File: src/rtl/fetch_pkg.sv
// Shared types and constants for the instruction fetch stage.
//   State and advance-kind enums, default widths, opcode constants and
//   opcode field position.
package fetch_pkg;

  localparam int unsigned AddrWidth  = 10;
  localparam int unsigned InstrWidth = 18;
  localparam int unsigned OpcWidth   = 4;

  // Opcode occupies the top OpcWidth bits of the instruction.
  localparam int unsigned OpcMsb = InstrWidth - 1;
  localparam int unsigned OpcLsb = InstrWidth - OpcWidth;

  localparam logic [OpcWidth-1:0] JmpOpc  = 4'hE;
  localparam logic [OpcWidth-1:0] HaltOpc = 4'hF;

  typedef enum logic [2:0] {
    StIdle,
    StReq,
    StHold,
    StAdv,
    StHalt
  } fetch_state_e;

  typedef enum logic {
    AdvSeq,
    AdvJump
  } adv_kind_e;

endpackage

File: src/rtl/fetch_opc_decode.sv
// Combinational opcode decoder for fetched instruction words.
//   instr   : raw instruction from memory
//   is_jmp  : opcode is the unconditional relative jump
//   is_halt : opcode is halt
//   offset  : low ADDR_W bits, the jump offset field
module fetch_opc_decode
  import fetch_pkg::*;
#(
  parameter int unsigned         ADDR_W   = AddrWidth,
  parameter int unsigned         INSTR_W  = InstrWidth,
  parameter int unsigned         OPC_W    = OpcWidth,
  parameter logic [OPC_W-1:0]    JMP_OPC  = JmpOpc,
  parameter logic [OPC_W-1:0]    HALT_OPC = HaltOpc
) (
  input  logic [INSTR_W-1:0] instr,
  output logic               is_jmp,
  output logic               is_halt,
  output logic [ADDR_W-1:0]  offset
);

  logic [OPC_W-1:0] opc;
  logic             unused_mid;

  assign opc     = instr[INSTR_W-1 -: OPC_W];
  assign is_jmp  = (opc == JMP_OPC);
  assign is_halt = (opc == HALT_OPC);
  assign offset  = instr[ADDR_W-1:0];

  // Bits between the offset field and the opcode carry no meaning here.
  assign unused_mid = ^instr[INSTR_W-OPC_W-1:ADDR_W];

endmodule

File: src/rtl/instr_fetch_unit.sv
// Instruction fetch stage between the PC and decode/execute.
//   clk, rst          : clock, asynchronous active-high reset
//   pc_addr           : current PC
//   pc_enable/pc_next : sequential +1 advance request
//   pc_is_jump        : add pc_offset to the PC
//   pc_offset         : two's-complement PC offset
//   imem_req/addr     : instruction memory read request
//   imem_ack/rdata    : read data valid / data
//   ir_valid/ir       : instruction offered to the consumer
//   ir_ready          : consumer accepts ir
//   redirect_valid    : taken branch from execute (pulse), with redirect_offset
//   halted            : HALT fetched, sticky until rst
module instr_fetch_unit
  import fetch_pkg::*;
#(
  parameter int unsigned         ADDR_W   = AddrWidth,
  parameter int unsigned         INSTR_W  = InstrWidth,
  parameter int unsigned         OPC_W    = OpcWidth,
  parameter logic [OPC_W-1:0]    JMP_OPC  = JmpOpc,
  parameter logic [OPC_W-1:0]    HALT_OPC = HaltOpc
) (
  input  logic               clk,
  input  logic               rst,
  input  logic [ADDR_W-1:0]  pc_addr,
  output logic               pc_enable,
  output logic               pc_next,
  output logic               pc_is_jump,
  output logic [ADDR_W-1:0]  pc_offset,
  output logic               imem_req,
  output logic [ADDR_W-1:0]  imem_addr,
  input  logic               imem_ack,
  input  logic [INSTR_W-1:0] imem_rdata,
  output logic               ir_valid,
  output logic [INSTR_W-1:0] ir,
  input  logic               ir_ready,
  input  logic               redirect_valid,
  input  logic [ADDR_W-1:0]  redirect_offset,
  output logic               halted
);

  fetch_state_e       state_q, state_d;
  adv_kind_e          adv_kind_q, adv_kind_d;
  logic [ADDR_W-1:0]  adv_off_q, adv_off_d;
  logic               pend_q, pend_d;
  logic [ADDR_W-1:0]  pend_off_q, pend_off_d;
  logic [INSTR_W-1:0] ir_q, ir_d;
  logic               ir_valid_q, ir_valid_d;

  logic              dec_is_jmp;
  logic              dec_is_halt;
  logic [ADDR_W-1:0] dec_offset;

  fetch_opc_decode #(
    .ADDR_W   (ADDR_W),
    .INSTR_W  (INSTR_W),
    .OPC_W    (OPC_W),
    .JMP_OPC  (JMP_OPC),
    .HALT_OPC (HALT_OPC)
  ) u_decode (
    .instr   (imem_rdata),
    .is_jmp  (dec_is_jmp),
    .is_halt (dec_is_halt),
    .offset  (dec_offset)
  );

  always_ff @(posedge clk or posedge rst) begin
    if (rst) begin
      state_q    <= StIdle;
      adv_kind_q <= AdvSeq;
      adv_off_q  <= '0;
      pend_q     <= 1'b0;
      pend_off_q <= '0;
      ir_q       <= '0;
      ir_valid_q <= 1'b0;
    end else begin
      state_q    <= state_d;
      adv_kind_q <= adv_kind_d;
      adv_off_q  <= adv_off_d;
      pend_q     <= pend_d;
      pend_off_q <= pend_off_d;
      ir_q       <= ir_d;
      ir_valid_q <= ir_valid_d;
    end
  end

  always_comb begin
    state_d    = state_q;
    adv_kind_d = adv_kind_q;
    adv_off_d  = adv_off_q;
    pend_d     = pend_q;
    pend_off_d = pend_off_q;
    ir_d       = ir_q;
    ir_valid_d = ir_valid_q;

    unique case (state_q)
      StIdle: state_d = StReq;

      StReq: begin
        if (imem_ack) begin
          if (pend_q || redirect_valid) begin
            // A same-cycle redirect is newer than any stored one.
            adv_kind_d = AdvJump;
            adv_off_d  = redirect_valid ? redirect_offset : pend_off_q;
            pend_d     = 1'b0;
            state_d    = StAdv;
          end else if (dec_is_jmp) begin
            adv_kind_d = AdvJump;
            adv_off_d  = dec_offset;
            state_d    = StAdv;
          end else if (dec_is_halt) begin
            state_d = StHalt;
          end else begin
            ir_d       = imem_rdata;
            ir_valid_d = 1'b1;
            state_d    = StHold;
          end
        end else if (redirect_valid) begin
          pend_d     = 1'b1;
          pend_off_d = redirect_offset;
        end
      end

      StHold: begin
        if (redirect_valid) begin
          ir_valid_d = 1'b0;
          adv_kind_d = AdvJump;
          adv_off_d  = redirect_offset;
          state_d    = StAdv;
        end else if (ir_ready) begin
          ir_valid_d = 1'b0;
          adv_kind_d = AdvSeq;
          state_d    = StAdv;
        end
      end

      StAdv:  state_d = StReq;

      StHalt: state_d = StHalt;

      default: state_d = StIdle;
    endcase
  end

  always_comb begin
    imem_req   = (state_q == StReq);
    imem_addr  = imem_req ? pc_addr : '0;
    pc_enable  = (state_q == StAdv) && (adv_kind_q == AdvSeq);
    pc_next    = pc_enable;
    pc_is_jump = (state_q == StAdv) && (adv_kind_q == AdvJump);
    pc_offset  = pc_is_jump ? adv_off_q : '0;
    halted     = (state_q == StHalt);
    ir_valid   = ir_valid_q;
    ir         = ir_q;
  end

endmodule
File: config.mk
export PLATFORM = sky130hd
export DESIGN_NAME = instr_fetch_unit
export DESIGN_NICKNAME = d
export VERILOG_FILES = /design/src/rtl/fetch_pkg.sv /design/src/rtl/fetch_opc_decode.sv /design/src/rtl/instr_fetch_unit.sv
export SDC_FILE = /design/constraint.sdc
export NUM_CORES = 1
export LEC_CHECK = 0
export ABC_AREA = 1
export CORE_ASPECT_RATIO = 1.4
export CORE_MARGIN = 3
export CORE_UTILIZATION = 46
export CTS_BUF_LIST = sky130_fd_sc_hd__clkbuf_2 sky130_fd_sc_hd__clkbuf_4 sky130_fd_sc_hd__clkbuf_8
export CTS_CLUSTER_SIZE = 20
export DETAILED_ROUTE_END_ITERATION = 16
export GPL_TIMING_DRIVEN = 0
export MAX_ROUTING_LAYER = met4
export PLACE_DENSITY_LB_ADDON = 0.12
export SLEW_MARGIN = 20
export SYNTH_ARGS = -nofsm -noshare
export SYNTH_HDL_FRONTEND = slang
export SYNTH_SLANG_ARGS = --single-unit
File: constraint.sdc
create_clock -name clk -period 1.85 [get_ports clk]
set_clock_uncertainty 0.1 [all_clocks]
set_input_delay 0.37 -clock clk [delete_from_list [all_inputs] [get_ports clk]]
set_output_delay 0.37 -clock clk [all_outputs]
set_load 0.005 [all_outputs]
Word level (Yosys, flattened, before mapping)
Index checks and enable logic that the tools add are counted.
{ "totals": {"regBits": 44, "out_inout_bits": 44, "word_cells": 70} }
{ "op_classes": {"eq_ne": 14, "mux": 30, "bitwise_logic": 5, "n_reduce_logical": 14} }
{ "ops": {"columns": ["op", "n"], "rows": [
  ["$mux 10", 7],
  ["$pmux 10 s2", 1],
  ["$mux 3", 6],
  ["$mux 1", 13],
  ["$pmux 3 s4", 1],
  ["$eq 4x4->1 const B", 2],
  ["$ne 2x2->1 const B", 4],
  ["$reduce_and 4->1", 2],
  ["$eq 3x2->1 const B", 2],
  ["$reduce_and 6->1", 1],
  ["$not 1->1", 5],
  ["$reduce_and 5->1", 1],
  ["$ne 2x1->1 const B", 2],
  ["$pmux 1 s2", 2],
  ["$reduce_and 2->1", 2],
  ["$reduce_bool 2->1", 2],
  ["$eq 3x1->1 const B", 1],
  ["$eq 3x3->1 const B", 1],
  ["$logic_not 3->1", 1],
  ["$ne 3x1->1 const B", 1],
  ["$ne 3x3->1 const B", 1],
  ["$reduce_and 3->1", 1],
  ["$logic_and 1x1->1", 2],
  ["$reduce_or 2->1", 1],
  ["$logic_or 1x1->1", 1]
]} }

Logic depth before layout (Yosys ltp)
{ "depth": {"ltp_word": 6, "depth_mapped": 10, "mapped_depth_nobuf": 9} }

Modules after synthesis
From an unflattened synthesis, not the netlist that was laid out.
{ "unflattened": {"cells_unflattened": 357, "area_unflattened_um2": 2497.4} }
{ "modules_own_cells": {"columns": ["mod", "n_inst", "cells_each", "area_each_um2"], "rows": [
  ["instr_fetch_unit", 1, 341, 2399.8],
  ["fetch_opc_decode", 1, 16, 97.6]
]} }

Worst setup path after synthesis
No wires, ideal clock.
{ "synth_timing": {"kind": "register -> output", "start": "reg state_q[0]", "end": "out pc_offset[0]", "arrival_ns": 0.978, "required_ns": 1.380, "path_slack_ns": 0.402, "stages_incl_launch_ff": 6, "n_path_buf": 1, "cell_sequence": "dfrtp_1 inv_1 nor3_1 nand2_1 clkbuf_1 nor2_1"} }
{ "synth_via": {"elab_chain_cells": 3} }
{ "synth_lines": {"columns": ["item", "line_no", "rtl"], "rows": [
  ["from (decl)", "instr_fetch_unit.sv:41", "fetch_state_e state_q, state_d;"],
  ["from (signal assigned)", "instr_fetch_unit.sv:68", "state_q <= StIdle;"],
  ["from (signal assigned)", "instr_fetch_unit.sv:76", "state_q <= state_d;"],
  ["$eq 3x2->1", "instr_fetch_unit.sv:149", "pc_is_jump = (state_q == StAdv) && (adv_kind_q == AdvJump);"],
  ["$logic_and 1x1->1", "instr_fetch_unit.sv:149", null],
  ["$mux 10", "instr_fetch_unit.sv:150", "pc_offset = pc_is_jump ? adv_off_q : '0;"],
  ["to (decl)", "instr_fetch_unit.sv:28", "output logic [ADDR_W-1:0] pc_offset,"]
]} }
Every way passes these cells.

Final worst setup path
{ "layout_timing": {"start": "reg state_q[2]", "end": "out pc_offset[5]"} }
Same word-level chain as after synthesis.

==> results summary <==
The congestion estimate from routability-driven global placement came to 0.830. The reported max-cap violation count came out at 0. The number of global-route vias before repair came out at 2435. The setup path with the least slack is of type reg2out.

The utilization of the core after routing is 0.731. The number of core rows is 30. The worst setup path startpoint is state_q[2]. The routed wire length per instance is 12.3 microns. The end point of the critical path is pc_offset[5].

The remaining antenna violation count after routing is 0. The sequential area share after synthesis came out at 0.456. The initial core utilization is 0.488. Subtracting the final worst setup slack from the clock period gives 1.93 ns. The startpoint of the worst register-to-register path is state_q[1]. Data on the critical path arrives at its endpoint at 1.46 ns. The worst min-delay path class is in2async. The width of the die is 67.3 microns. The clock sink count came out at 44.

The number of design-rule violations left by the first detailed-router iteration came out at 78. The number of antenna violations at the first check in global routing is 0. dfrtp_1 takes more of the synthesized area than any other cell. In this run the static leakage power is 1.91 nW. The number of slew-limit violations in the final report came out at 0. The worst path setup slack after routing is -0.0824 ns. Across every metal layer, demand over resource in global routing totals 0.221.

TritonCTS built the clock tree. The number of detailed-routing iterations run before antenna repair is 4. After clock tree synthesis, the clock-pin slew on the worst setup and hold paths is 0.08 ns. The total grt overflow came out at 0. The post-synthesis average cell area is 7.32 sq um. nand2_1 is the most common cell in the netlist. The CTS buffer count is 5.

The minimum setup slack after placement came out at -0.250 ns. For the pin with the worst max-slew slack, the measured transition is 0.424 ns. The final clock period utilization by the worst path came out at 1.04. Along the worst path, the maximum fanout reaches 5.

The number of hold violations in the final report came to 0. For this run, the number of Yosys warnings is 0. The number of buffers inserted by port buffering came out at 86. By area the synthesized netlist is led by dfrtp_1 46%, nand2_1 16%, inv_1 7.6%, nand3_1 6.6%, nor2_1 5.3%.

The number of buffers added to fix hold violations after cts is 0. Counting every net in the synthesized netlist gives 373. The detailed-route DRC error count came out at 0. The number of synthesized flops with an enable pin is 0. The number of different library cells used by synthesis comes to 24. The fraction of registers with async set or reset after synthesis is 1.00.

The first-pass GRT wire length came out at 10.5 mm. The flow ran to the end, but the final reports show violations. The number of synthesized register bits is 44. In this run the count of I/O pins placed on the die edge is 87.

The power per standard cell area is 1460 nW/um^2. Detailed placement ended at an HPWL of 4.56 mm. The clock insertion delay at the later pin of the skew report is 0.29 ns.

The total via count after detailed routing came out at 2390. The total cell area at the placement stage came out at 3380 sq um. The worst setup path is launched from a flop. The clock passes through at most 2 buffers. The final count of negative-setup-slack endpoints came out at 9. The relative area change from synthesis to final layout is 49.9%. Of the post-synthesis cell area, the dominant cell type holds 0.456. The final antenna diode count came out at 0. The core area is 4950 sq um. The floorplan die area is 6170 sq um. After the last flow step, the layout net total stands at 483. The minimum setup slack among reg-to-reg paths came out at 0.21 ns. The die extent in y is 91.8 microns.

The H-tree depth is 2. The worst-case IR drop observed on VDD is 0.000891 V. Entering global routing, the biggest net connects 27 pins.

The worst register-to-register path ends at pend_off_q[5]. Final hold analysis gives a worst-case slack of 0.281 ns. The cell area after synthesis came out at 2420 sq um. The most used flip-flop cell after synthesis is dfrtp_1. The commonest cells after synthesis are 106 x nand2_1, 49 x inv_1, 44 x dfrtp_1. The post-route standard cell area excluding fillers came out at 3620 sq um. Setup repair after global routing could not meet its margin everywhere. The maximum operating frequency came out at 0.517 GHz. The required time of the critical path is 1.38 ns. The worst-case headroom to the max-slew limit is 0.717. The checks that failed: setup timing. After detailed routing, the number of vias per cell comes to 4.73.

The count of mapped cells out of synthesis came out at 330. In the final layout, the share of cells above drive strength 1 is 0.231. Clock tree synthesis selected as its root buffer the cell clkbuf_8. The worst register-to-register path has a depth of 7.

The total routed wirelength is 6.22 mm. STA classifies the critical path endpoint as an output port.
==> worst max-delay path, cell delays in order (launching register included) <==
cell      delay (ns)
dfrtp_2         0.44
nor3_2          0.17
nand2_1         0.09
clkbuf_8        0.15
buf_6           0.13
nor2_1          0.07
buf_2           0.11
==> metal layers <==
layer  global-route usage  vias up  share of wire
met5                    -        -              0
met4               0.0778        0          0.014
met3               0.0466        8          0.069
met2                0.381       83           0.53
met1                0.247     1063           0.39
li1                     -     1236              -
==> sequential cells by signal, indices dropped and copies added, names as in the netlist <==
register	cells
adv_kind_q	1
ir	18
state_q	3
ir_valid	1
adv_off_q	10
pend_off_q	10
pend_q	1
==> metrics by stage <==
step	cells	TNS (ns)	total power [mW]
after floorplan	330	0	3.07
after global placement	480	-29.15	4.12
after detailed placement	481	-4.96	4.20
after CTS	505	-1.89	5.22
after global routing	505	-1.89	5.73
final	505	-0.658	5.28
==> power breakdown <==
group	switching [mW]	leakage, nW	internal [mW]
logic	1.38	1.32	1.45
clock network	0.336	0.0614	0.442
registers	0.253	0.530	1.42
total	1.97	1.91	3.31
==> how the worst min path moves through the flow <==
stage / from / to / slack [ns] / cells past startpoint
2_1_floorplan: adv_off_q[0] / adv_off_q[0] / 0.34 / 2
5_1_grt: rst / ir[10] / 0.30 / 2
3_5_place_dp: adv_off_q[3] / adv_off_q[3] / 0.36 / 2
6_report: rst / ir[17] / 0.28 / 2
4_1_cts: rst / ir[0] / 0.29 / 2
3_3_place_gp: adv_off_q[4] / adv_off_q[4] / 0.35 / 2
==> cells by family after synthesis <==
group,after synthesis,synth area share
compound gates,35,0.0963
buf+inv,71,0.133
simple gates,180,0.315
flops,44,0.456
==> final cells by class <==
| class | instances | area [sq um] |
|---|---|---|
| clock inverter | 2 | 38.8 |
| tap | 64 | 80.1 |
| buffer | 16 | 131 |
| sequential | 44 | 1100 |
| fill | 429 | 1330 |
| multi-input combinational | 215 | 1070 |
| clock buffer | 6 | 82.6 |
| inverter | 54 | 203 |
| timing repair buffer | 104 | 915 |
==> what timing repair did <==
| item | CTS | global route |
|---|---|---|
| buffers inserted | 17 | 2 |
| pin swaps | 5 | 7 |
| endpoints found under the setup margin | 25 | 22 |
| cloned | 1 | 0 |
| resized for setup | 92 | 37 |
==> placed cells by master, fill, tap and decap left out, types with 7 or more instances in the layout <==
cell type	netlist	layout
clkdlybuf4s50_1	0	61
buf_4	4	14
nor2_1	34	23
dfrtp_1	44	43
nor2_2	1	8
buf_6	4	10
clkbuf_8	0	7
nand3_1	32	32
inv_2	5	7
o21ai_1	7	7
a31oi_1	10	10
nand2_1	106	106
inv_1	49	47
buf_2	7	29
o21ai_2	11	11
(Power assumes the default switching activity.)
